<file path="config.mk">
export PLATFORM = sky130hd
export DESIGN_NAME = uart_tx_arbiter
export DESIGN_NICKNAME = d
export VERILOG_FILES = /design/src/rtl/uart_tx_arbiter.sv
export SDC_FILE = /design/constraint.sdc
export NUM_CORES = 1
export LEC_CHECK = 0
export ABC_AREA = 0
export ABC_CLOCK_PERIOD_IN_PS = 4950
export BUFFER_PORTS_ARGS = -buffer_cell sky130_fd_sc_hd__buf_2
export CAP_MARGIN = 20
export CORE_ASPECT_RATIO = 1.75
export CORE_MARGIN = 2
export CORE_UTILIZATION = 40
export DETAILED_ROUTE_END_ITERATION = 6
export PLACE_DENSITY = 0.8
export SLEW_MARGIN = 10
export SYNTH_ARGS = -nofsm -noshare
export SYNTH_HDL_FRONTEND = slang
export SYNTH_SLANG_ARGS = --single-unit
</file>
<file path="constraint.sdc">
create_clock -name clk -period 4.95 [get_ports clk]
set_clock_uncertainty 0.05 [all_clocks]
set_input_delay 0.99 -clock clk [delete_from_list [all_inputs] [get_ports clk]]
set_output_delay 0.99 -clock clk [all_outputs]
set_load 0.02 [all_outputs]
</file>
<file path="src/rtl/uart_tx_arbiter.sv">
// Round-robin arbiter feeding N byte requesters into one shared UART transmitter.
// Optional SEND watchdog enabled by defining UART_TX_ARB_TIMEOUT_EN.
module uart_tx_arbiter #(
    parameter int NREQ           = 4,
    parameter int GAP_CYCLES     = 2,
    parameter int TIMEOUT_CYCLES = 2000000
) (
    input  logic                    clk,
    input  logic                    rst_n,
    input  logic [NREQ-1:0]         req_valid,
    input  logic [8*NREQ-1:0]       req_data,
    output logic [NREQ-1:0]         req_ready,
    input  logic [2:0]              cfg_baud,
    output logic [2:0]              baud_set,
    output logic [7:0]              tx_byte,
    output logic                    tx_send_en,
    input  logic                    tx_done,
    output logic [$clog2(NREQ)-1:0] grant_id,
    output logic                    busy,
    output logic                    timeout_err
);

    localparam int IDW = $clog2(NREQ);
    localparam int GW  = (GAP_CYCLES > 1) ? $clog2(GAP_CYCLES) : 1;
    localparam logic [GW-1:0]  GAP_LAST  = GW'(GAP_CYCLES - 1);
    localparam logic [IDW-1:0] IDX_LAST  = IDW'(NREQ - 1);

    typedef enum logic [1:0] {
        ST_IDLE = 2'd0,
        ST_SEND = 2'd1,
        ST_GAP  = 2'd2
    } state_e;

    state_e          state_q, state_d;
    logic [IDW-1:0]  rr_q, rr_d;
    logic [IDW-1:0]  grant_q, grant_d;
    logic [NREQ-1:0] req_ready_q, req_ready_d;
    logic [7:0]      tx_byte_q, tx_byte_d;
    logic            send_en_q, send_en_d;
    logic            busy_q, busy_d;
    logic [2:0]      baud_q, baud_d;
    logic            done_prev_q, done_prev_d;
    logic [GW-1:0]   gap_cnt_q, gap_cnt_d;

    logic            any_valid_s;
    logic            grant_s;
    logic [IDW-1:0]  winner_s;
    logic            done_rise_s;
    logic            timeout_hit_s;

    // First set bit at or after 'start', wrapping past the top index.
    function automatic logic [IDW-1:0] rr_pick(input logic [NREQ-1:0] v,
                                               input logic [IDW-1:0]  start);
        logic [IDW-1:0] w;
        logic           found;
        int             idx;
        w     = start;
        found = 1'b0;
        for (int i = 0; i < NREQ; i++) begin
            idx = (int'(start) + i) % NREQ;
            if (!found && v[idx]) begin
                w     = IDW'(idx);
                found = 1'b1;
            end else begin
                found = found;
            end
        end
        return w;
    endfunction

    assign any_valid_s = |req_valid;
    assign grant_s     = (state_q == ST_IDLE) && any_valid_s;
    assign winner_s    = rr_pick(req_valid, rr_q);
    // A tx_done already high at SEND entry has done_prev set, so it never counts.
    assign done_rise_s = tx_done && !done_prev_q;

`ifdef UART_TX_ARB_TIMEOUT_EN
    localparam int TW = $clog2(TIMEOUT_CYCLES + 1);
    localparam logic [TW-1:0] TMO_LAST = TW'(TIMEOUT_CYCLES - 1);

    logic [TW-1:0] tmo_cnt_q, tmo_cnt_d;
    logic          tmo_err_q, tmo_err_d;

    assign timeout_hit_s = (state_q == ST_SEND) && (tmo_cnt_q == TMO_LAST);

    // SEND-duration counter and sticky error flag.
    always_comb begin
        tmo_cnt_d = '0;
        tmo_err_d = tmo_err_q;
        if (state_q == ST_SEND) begin
            tmo_cnt_d = tmo_cnt_q + TW'(1);
        end else begin
            tmo_cnt_d = '0;
        end
        if (grant_s) begin
            tmo_err_d = 1'b0;
        end else if (timeout_hit_s && !done_rise_s) begin
            tmo_err_d = 1'b1;
        end else begin
            tmo_err_d = tmo_err_q;
        end
    end

    // Watchdog registers.
    always_ff @(posedge clk or negedge rst_n) begin
        if (!rst_n) begin
            tmo_cnt_q <= '0;
            tmo_err_q <= 1'b0;
        end else begin
            tmo_cnt_q <= tmo_cnt_d;
            tmo_err_q <= tmo_err_d;
        end
    end

    assign timeout_err = tmo_err_q;
`else
    logic tmo_cfg_unused_s;
    assign tmo_cfg_unused_s = (TIMEOUT_CYCLES > 0);
    assign timeout_hit_s    = 1'b0;
    assign timeout_err      = 1'b0;
`endif

    // Next-state and next-output computation for the arbiter FSM.
    always_comb begin
        state_d     = state_q;
        rr_d        = rr_q;
        grant_d     = grant_q;
        req_ready_d = '0;
        tx_byte_d   = tx_byte_q;
        send_en_d   = send_en_q;
        baud_d      = baud_q;
        gap_cnt_d   = gap_cnt_q;
        done_prev_d = tx_done;
        case (state_q)
            ST_IDLE: begin
                baud_d = cfg_baud;
                if (any_valid_s) begin
                    state_d     = ST_SEND;
                    grant_d     = winner_s;
                    rr_d        = (winner_s == IDX_LAST) ? '0 : winner_s + IDW'(1);
                    req_ready_d = {{(NREQ-1){1'b0}}, 1'b1} << winner_s;
                    tx_byte_d   = req_data[{winner_s, 3'b000} +: 8];
                    send_en_d   = 1'b1;
                end else begin
                    send_en_d   = 1'b0;
                end
            end
            ST_SEND: begin
                if (done_rise_s || timeout_hit_s) begin
                    state_d   = ST_GAP;
                    send_en_d = 1'b0;
                    gap_cnt_d = '0;
                end else begin
                    send_en_d = 1'b1;
                end
            end
            ST_GAP: begin
                send_en_d = 1'b0;
                if (gap_cnt_q == GAP_LAST) begin
                    state_d = ST_IDLE;
                end else begin
                    gap_cnt_d = gap_cnt_q + GW'(1);
                end
            end
            default: begin
                state_d   = ST_IDLE;
                send_en_d = 1'b0;
            end
        endcase
        busy_d = (state_d != ST_IDLE);
    end

    // FSM state and registered outputs.
    always_ff @(posedge clk or negedge rst_n) begin
        if (!rst_n) begin
            state_q     <= ST_IDLE;
            rr_q        <= '0;
            grant_q     <= '0;
            req_ready_q <= '0;
            tx_byte_q   <= 8'h00;
            send_en_q   <= 1'b0;
            busy_q      <= 1'b0;
            baud_q      <= 3'b110;
            done_prev_q <= 1'b0;
            gap_cnt_q   <= '0;
        end else begin
            state_q     <= state_d;
            rr_q        <= rr_d;
            grant_q     <= grant_d;
            req_ready_q <= req_ready_d;
            tx_byte_q   <= tx_byte_d;
            send_en_q   <= send_en_d;
            busy_q      <= busy_d;
            baud_q      <= baud_d;
            done_prev_q <= done_prev_d;
            gap_cnt_q   <= gap_cnt_d;
        end
    end

    assign req_ready  = req_ready_q;
    assign tx_byte    = tx_byte_q;
    assign tx_send_en = send_en_q;
    assign grant_id   = grant_q;
    assign busy       = busy_q;
    assign baud_set   = baud_q;

endmodule

</file>
**Yosys cells after proc, flatten, opt, wreduce, memory -nomap -nowiden**

Index checks and enable logic that the tools add are counted.
Widths: inputs -> output; s select.

- Register bits: 25
- Input port bits: 42
- Output and inout port bits: 20

- Add/sub/neg operators: 5
- Order comparisons: 4
- Equality and inequality tests: 4
- Shifts and indexed selects: 2
- Multiplexer cells: 30
- Bitwise logic cells: 3
- Reductions and logical operators: 17

Operators by type and width:

| operator | number |
|---|---|
| $shiftx 32x6->8 | 1 |
| $mux 1 | 14 |
| $mux 2 | 7 |
| $lt 3x4->1 const B | 3 |
| $bmux 1 s2 | 4 |
| $mux 4 | 2 |
| $pmux 2 s3 | 1 |
| $reduce_or 2->1 | 3 |
| $add 2x1->2 const B | 2 |
| $add 2x2->2 const B | 2 |
| $eq 2x2->1 const B | 2 |
| $logic_and 1x1->1 | 4 |
| $logic_not 1->1 | 4 |
| $pmux 1 s2 | 2 |
| $reduce_and 2->1 | 2 |
| $reduce_bool 2->1 | 2 |
| $reduce_or 4->1 | 1 |
| $shl 1x2->4 const A | 1 |
| $and 1x1->1 const A | 3 |
| $lt 2x3->1 const B | 1 |
| $eq 2x1->1 const B | 1 |
| $logic_not 2->1 | 1 |
| $ne 2x2->1 const B | 1 |
| $add 1x1->1 const B | 1 |

**Longest topological paths before layout**

Gate-level depths: netlist (run 1).

- Depth in word-level cells: 17
- Mapped depth: 9
- Depth with buffers taken out: 7

**Worst setup path after synthesis (run 1)**

OpenSTA, ideal clock, no wires.

- Kind: input to register
- From: in req_valid[1]
- To: reg tx_byte_q[0] (netlist: tx_byte[0])
- Arrival: 2.552 ns
- Path slack: 2.222 ns
- Stages on the path: 8
- Cells stage by stage: buf_4 nor3b_1 or4_4 buf_6 nand2_4 inv_6 mux2_4 a221o_1

- Longest elaborated chain between the ends: 13

RTL lines:

| element | RTL line | RTL |
|---|---|---|
| start, declared | 10 | `input logic [NREQ-1:0] req_valid,` |
| $bmux 1 s2 | 61 | `if (!found && v[idx]) begin` |
| $mux 1 (implied by the code) | 61 |  |
| $mux 1 | 61 |  |
| $logic_not 1->1 | 61 |  |
| $logic_and 1x1->1 | 61 |  |
| $mux 1 | 61 |  |
| $logic_not 1->1 | 61 |  |
| $logic_and 1x1->1 | 61 |  |
| $mux 1 | 61 |  |
| $logic_not 1->1 | 61 |  |
| $logic_and 1x1->1 | 61 |  |
| $mux 2 | 61 |  |
| $shiftx 32x6->8 | 142 | `tx_byte_d = req_data[{winner_s, 3'b000} +: 8];` |
| end signal, assigned | 191 | `tx_byte_q <= tx_byte_d;` |
| end, declared | 38 | `logic [7:0] tx_byte_q, tx_byte_d;` |

Parallel ways exist; a longest one is shown, timed or not. The select of a mux whose other input is x is not followed.
A chain may end at the register's enable or synchronous reset.

**Worst setup path in the final report (run 1)**

- From: in req_valid[1]
- To: reg tx_byte_q[5] (netlist: tx_byte[5])

Same word-level chain as after synthesis.

==> impl_metrics.env, run 1 <==
export IMPL_crit_chain="buf_2 -> nor3b_1 -> or4_4 -> nand2_4 -> inv_6 -> mux2_4 -> a221o_1"
export IMPL_top_layer="met4"
export IMPL_insertedDiodeCount=0
export IMPL_cts_sinks=25
export IMPL_cp_max_fo=10
export IMPL_fin_tns_setup_ns=0
export IMPL_ioPinCount=62
export IMPL_coreArea_mm2=0.00314
export IMPL_synth_async_reset_ratio_pct=100
export IMPL_fmaxAchievable_mhz=389
export IMPL_grt_pass1_vias=1104
export IMPL_clk_path_buf_depth=2
export IMPL_min_path_cells=2
export IMPL_dieHeight_um=79.8
export IMPL_vdd_drop_max_mv=0.257
export IMPL_wl_met3_um=151
export IMPL_totalWireLength_um=3100
export IMPL_drt_met1_wl_um=1170
export IMPL_num_fill_cells=304
export IMPL_cts_setup_buffers=0
export IMPL_slew_violations=0
export IMPL_dr_pass1_iters=4
export IMPL_wire_per_inst_um=13.8
export IMPL_globalplace_congestion=0.757
export IMPL_cp_end_kind="register"
export IMPL_clk_pin_slew_ns=0.08
export IMPL_grt_max_degree=26
export IMPL_critPathKind="in2reg"
export IMPL_syn_num_nets=166
export IMPL_instances_no_fill=224
export IMPL_start_util_pct=41.8
export IMPL_worst_slack_ns=2.38
export IMPL_dpl_cell_area_mm2=0.00163
export IMPL_antenna_left=0
export IMPL_num_vias=1165
export IMPL_r2r_cells=6
export IMPL_ys_types=37
export IMPL_hold_viol=0
export IMPL_syn2layout_area_growth_pct=27.5
export IMPL_tritoncts="built"
export IMPL_slew_headroom_pct=33.1
export IMPL_synth_ff_type="dfrtp_1"
export IMPL_timing_rr_end="tx_byte[5]"
export IMPL_whs_ns=0.449
export IMPL_max_cap_violations=0
export IMPL_avgSynthCellArea_um2=10.7
export IMPL_htreeDepth=1
export IMPL_dp_cells=220
export IMPL_clkLatencyLatePin_ns=0.27
export IMPL_synth_warnings=0
export IMPL_cts_buffers=3
export IMPL_grt_overflow=0
export IMPL_synth_area_leaders="dfrtp_1 44%, mux2_4 8.0%, a221o_1 5.3%"
export IMPL_pre_cts_ws_ns=2.10
export IMPL_synth_top_cell_area_share_pct=43.8
export IMPL_yosysTopAreaCell="dfrtp_1"
export IMPL_die_width_um=47.3
export IMPL_setup_viol_count_final=0
export IMPL_dieArea_mm2=0.00378
export IMPL_seq_area_frac_synth_pct=47.8
export IMPL_hold_path_endpoint="grant_id[1]"
export IMPL_r2r_slack_ns=2.72
export IMPL_cp_slowest_cell="or4_4"
export IMPL_hold_path_class="reg2reg"
export IMPL_netlist_area_mm2=0.00131
export IMPL_rows=27
export IMPL_drc=0
export IMPL_wl_met2_um=1720
export IMPL_arrival_ns=2.68
export IMPL_cts_hold_fix_buffers=0
export IMPL_ys_ff_latch=25
export IMPL_postCtsResizedCells=0
export IMPL_r2r_start="rr_q[1]"
export IMPL_synth_cells=123
export IMPL_max_stage_delay_ns=0.60
export IMPL_drtIter0Drc=32
export IMPL_period_needed_ns=2.57
export IMPL_cp_required_ns=5.05
export IMPL_finalPower_mw=0.975
export IMPL_p_per_area_mw_per_mm2=582
export IMPL_cp_num_buf_inv=2
export IMPL_vias_per_cell=5.20
export IMPL_synth_edf_count=0
export IMPL_finish_utilization_pct=53.3
export IMPL_startpoint_type="input port"
export IMPL_grt_use_total_pct=17.8
export IMPL_rsz0062_at_grt="false"
export IMPL_ctsRootBufferMaster="clkbuf_8"
export IMPL_status="completed"
export IMPL_holdCritStartpoint="grant_id[1]"
export IMPL_grt_pass1_wl_um=4880
export IMPL_hpwl_um=2350
export IMPL_antenna_found_initial=0
export IMPL_port_buffers=60
export IMPL_nNetsFinal=225
export IMPL_synth_common_cells="23 x dfrtp_1, 12 x o21ai_0"
export IMPL_crit_family="simple AND/OR/NAND/NOR gates"
export IMPL_tightestPinTransition_ns=0.995
export IMPL_synth_most_common_cell="dfrtp_1"
export IMPL_drive_above_1_share_pct=45.3
export IMPL_timing_final_crit_share_pct=51.9
export IMPL_finish_instance_area_mm2=0.00168
export IMPL_leakagePower_nw=0.836
## layer usage
metal	up-vias	track usage, %
li1	565	-
met1	554	20.3
met2	42	31.4
met3	4	2.49
met4	0	6.67
met5	-	0
## cells in the final DEF, fill, tap and decap left out, drive strengths merged
cell type  instances
inv                3
conb               1
o21bai             1
buf               60
mux2i              1
and2               2
o21ba              1
nor2               6
nand2              7
dfstp              2
a31o               1
a21oi              7
a21o               1
ha                 1
a211oi             2
nand3              7
nor4               2
o21ai             12
or4                1
and3               3
a21boi             1
mux2              10
or2                1
nor3b              2
a31oi              1
clkbuf             4
nand2b             3
o22ai              1
nand3b             1
nor3               2
nor2b              4
a221o              7
dfrtp             23
## cell families after synthesis
group | share of synthesized area (%)
simple gates | 17.4
compound gates | 18.1
flops | 47.8
mux | 11.3
buf+inv | 4.10
fa+ha+maj | 0.952
other cells | 0.285
## area by class of cell
type | instances | area (um2) | area share [%]
Clock buffer | 4 | 45.0 | 2.69
Inverter | 3 | 16.3 | 0.971
Multi-Input combinational cell | 89 | 632 | 37.7
Sequential cell | 25 | 628 | 37.5
Tap cell | 43 | 53.8 | 3.21
Timing Repair Buffer | 60 | 300 | 17.9
## state kept, by name, indices dropped and copies added (netlist names)
register     cells
rr_q             2
done_prev_q      1
grant_id         2
busy             1
gap_cnt_q        1
tx_byte          8
req_ready        4
state_q          2
baud_set         3
tx_send_en       1
## where the power goes
group | internal [mW] | switching, mW
clock | 0.0576 | 0.0612
combinational | 0.211 | 0.292
sequential | 0.299 | 0.0539
total | 0.568 | 0.407
## worst max path at each step
stage	startpoint	end	cells past startpoint
after floorplan	req_valid[1]	tx_byte[0]	8
after global placement	req_valid[2]	tx_byte[6]	7
after detailed placement	req_valid[2]	tx_byte[7]	7
after CTS	req_valid[2]	tx_byte[6]	7
after global routing	req_valid[1]	tx_byte[2]	6
final	req_valid[1]	tx_byte[5]	7
## worst reg2reg max path, cell delays in order (launching register included)
cell and delay (ns):
dfrtp_1 0.45, nor3b_1 0.18, or4_4 0.60, nand2_4 0.14, inv_6 0.08, mux2_4 0.30, a221o_1 0.32
(Power assumes the default switching activity.)
==> run 2, diff against run 1 <==
Settings changed: ABC_CLOCK_PERIOD_IN_PS 4950 to 2200, PLACE_DENSITY 0.8 to 0.83.
Clock period 4.95 ns to 2.2 ns, I/O delays scaled along.
==> impl_metrics.env, run 2 (synthesis gave the netlist of run 1 again) <==
export IMPL_globalplace_congestion=0.760
export IMPL_fmaxAchievable_mhz=491
export IMPL_grt_overflow=0
export IMPL_r2r_cells=6
export IMPL_wl_met3_um=175
export IMPL_antenna_left=0
export IMPL_grt_max_degree=26
export IMPL_rows=27
export IMPL_port_buffers=60
export IMPL_clkLatencyLatePin_ns=0.26
export IMPL_leakagePower_nw=0.873
export IMPL_slew_headroom_pct=39.5
export IMPL_hold_path_class="in2async"
export IMPL_final_common_cell="buf_2"
export IMPL_max_cap_violations=0
export IMPL_tritoncts="built"
export IMPL_totalWireLength_um=3390
export IMPL_dr_pass1_iters=4
export IMPL_critPathKind="reg2reg"
export IMPL_tightestPinTransition_ns=0.899
export IMPL_finish_utilization_pct=55.2
export IMPL_postCtsResizedCells=0
export IMPL_htreeDepth=1
export IMPL_largest_register_ffs=8
export IMPL_mostFrequentLayoutCells="60 x buf_2, 23 x dfrtp_1, 12 x o21ai_0"
export IMPL_cp_end_kind="register"
export IMPL_dieHeight_um=79.8
export IMPL_p_comb_share_pct=54.1
export IMPL_start_util_pct=41.8
export IMPL_switching_power_mw=0.948
export IMPL_clk_pin_slew_ns=0.08
export IMPL_num_vias=1194
export IMPL_ioPinCount=62
export IMPL_clkPwrFrac_pct=11.5
export IMPL_hpwl_um=2730
export IMPL_pwr_share_seq_pct=34.4
export IMPL_ctsRootBufferMaster="clkbuf_8"
export IMPL_antenna_found_initial=0
export IMPL_cp_required_ns=2.30
export IMPL_period_needed_ns=2.04
export IMPL_swShare_pct=41.3
export IMPL_wire_per_inst_um=14.6
export IMPL_top_layer="met4"
export IMPL_wl_met2_um=1890
export IMPL_hold_viol=0
export IMPL_pre_cts_ws_ns=0.00741
export IMPL_coreArea_mm2=0.00314
export IMPL_vias_per_cell=5.15
export IMPL_clk_path_buf_depth=2
export IMPL_setup_viol_count_final=0
export IMPL_drt_met1_wl_um=1280
export IMPL_drive_above_1_share_pct=47.6
export IMPL_cts_sinks=25
export IMPL_fin_tns_setup_ns=0
export IMPL_dieArea_mm2=0.00378
export IMPL_vdd_drop_max_mv=0.597
export IMPL_drc=0
export IMPL_cts_buffers=3
export IMPL_startpoint_type="register"
export IMPL_max_stage_delay_ns=0.54
export IMPL_crit_chain="nor3b_1 -> or4_4 -> nand2_4 -> inv_6 -> mux2_4 -> a221o_1"
export IMPL_cp_max_fo=10
export IMPL_nNetsFinal=233
export IMPL_multi_input_comb_area_um2=632
export IMPL_status="completed"
export IMPL_num_fill_cells=293
export IMPL_insertedDiodeCount=0
export IMPL_worst_slack_ns=0.164
export IMPL_grt_use_total_pct=19.5
export IMPL_syn2layout_area_growth_pct=32.1
export IMPL_p_per_area_mw_per_mm2=1320
export IMPL_drtIter0Drc=37
export IMPL_rsz0062_at_grt="false"
export IMPL_cts_hold_fix_buffers=0
export IMPL_grt_pass1_wl_um=5440
export IMPL_regArea_um2=628
export IMPL_cts_setup_buffers=0
export IMPL_grt_pass1_vias=1239
export IMPL_timing_final_crit_share_pct=92.6
export IMPL_die_width_um=47.3
export IMPL_arrival_ns=2.14
export IMPL_whs_ns=0.0998
export IMPL_cp_slowest_cell="or4_4"
export IMPL_p_int_mw=1.35
export IMPL_slew_violations=0
## run 2: cell types whose count changed in the layout (fill, tap and decap cells not counted)
cell	delta
buf_4	+8
## run 2: metrics by stage
stage                     cell area, um2  total power, mW  std cells
final                               1740             2.30        232
after global routing                1740             2.47        232
after CTS                           1740             2.31        232
after detailed placement            1690             2.05        228
after global placement              1690             2.00        228
after floorplan                     1310             1.61        123
## run 2: power by group through the flow
stage	combinational (mW)	sequential, mW	clock, mW
floorplan	0.633	0.981	0
global placement	1.21	0.788	0
detailed placement	1.25	0.797	0
CTS	1.25	0.788	0.270
global route	1.36	0.814	0.292
finish	1.24	0.790	0.264
## run 2: critical path, delay by kind of cell, from the launching register on
family                 cells  cell delay [ns]
AOI/OAI and AO/OA          1             0.32
DFF                        1             0.39
buffers and inverters      1             0.07
muxes                      1             0.29
and+or+nand+nor            3             0.80
## run 2: layout make-up
cell class / instances / area share (%)
Multi-Input combinational cell: 89 / 36.4
Sequential cell: 25 / 36.2
Timing Repair Buffer: 68 / 20.8
Tap cell: 43 / 3.10
Clock buffer: 4 / 2.60
Inverter: 3 / 0.937
## run 2: path summary, 6_finish.rpt
kind	slack, ns	startpoint	end
min reg2reg	0.45	grant_id[0]	grant_id[0]
max	0.16	rr_q[1]	tx_byte[1]
max in group asynchronous	1.64	rst_n	baud_set[2]
max reg2reg	0.16	rr_q[1]	tx_byte[1]
min	0.1	rst_n	gap_cnt_q
min in group clk	0.24	tx_done	done_prev_q
## run 2: per-layer routing
layer / vias up / global-route usage (%)
li1: 581 / -
met1: 562 / 22.5
met2: 45 / 34.7
met3: 6 / 2.94
met4: 0 / 5.56
met5: - / 0
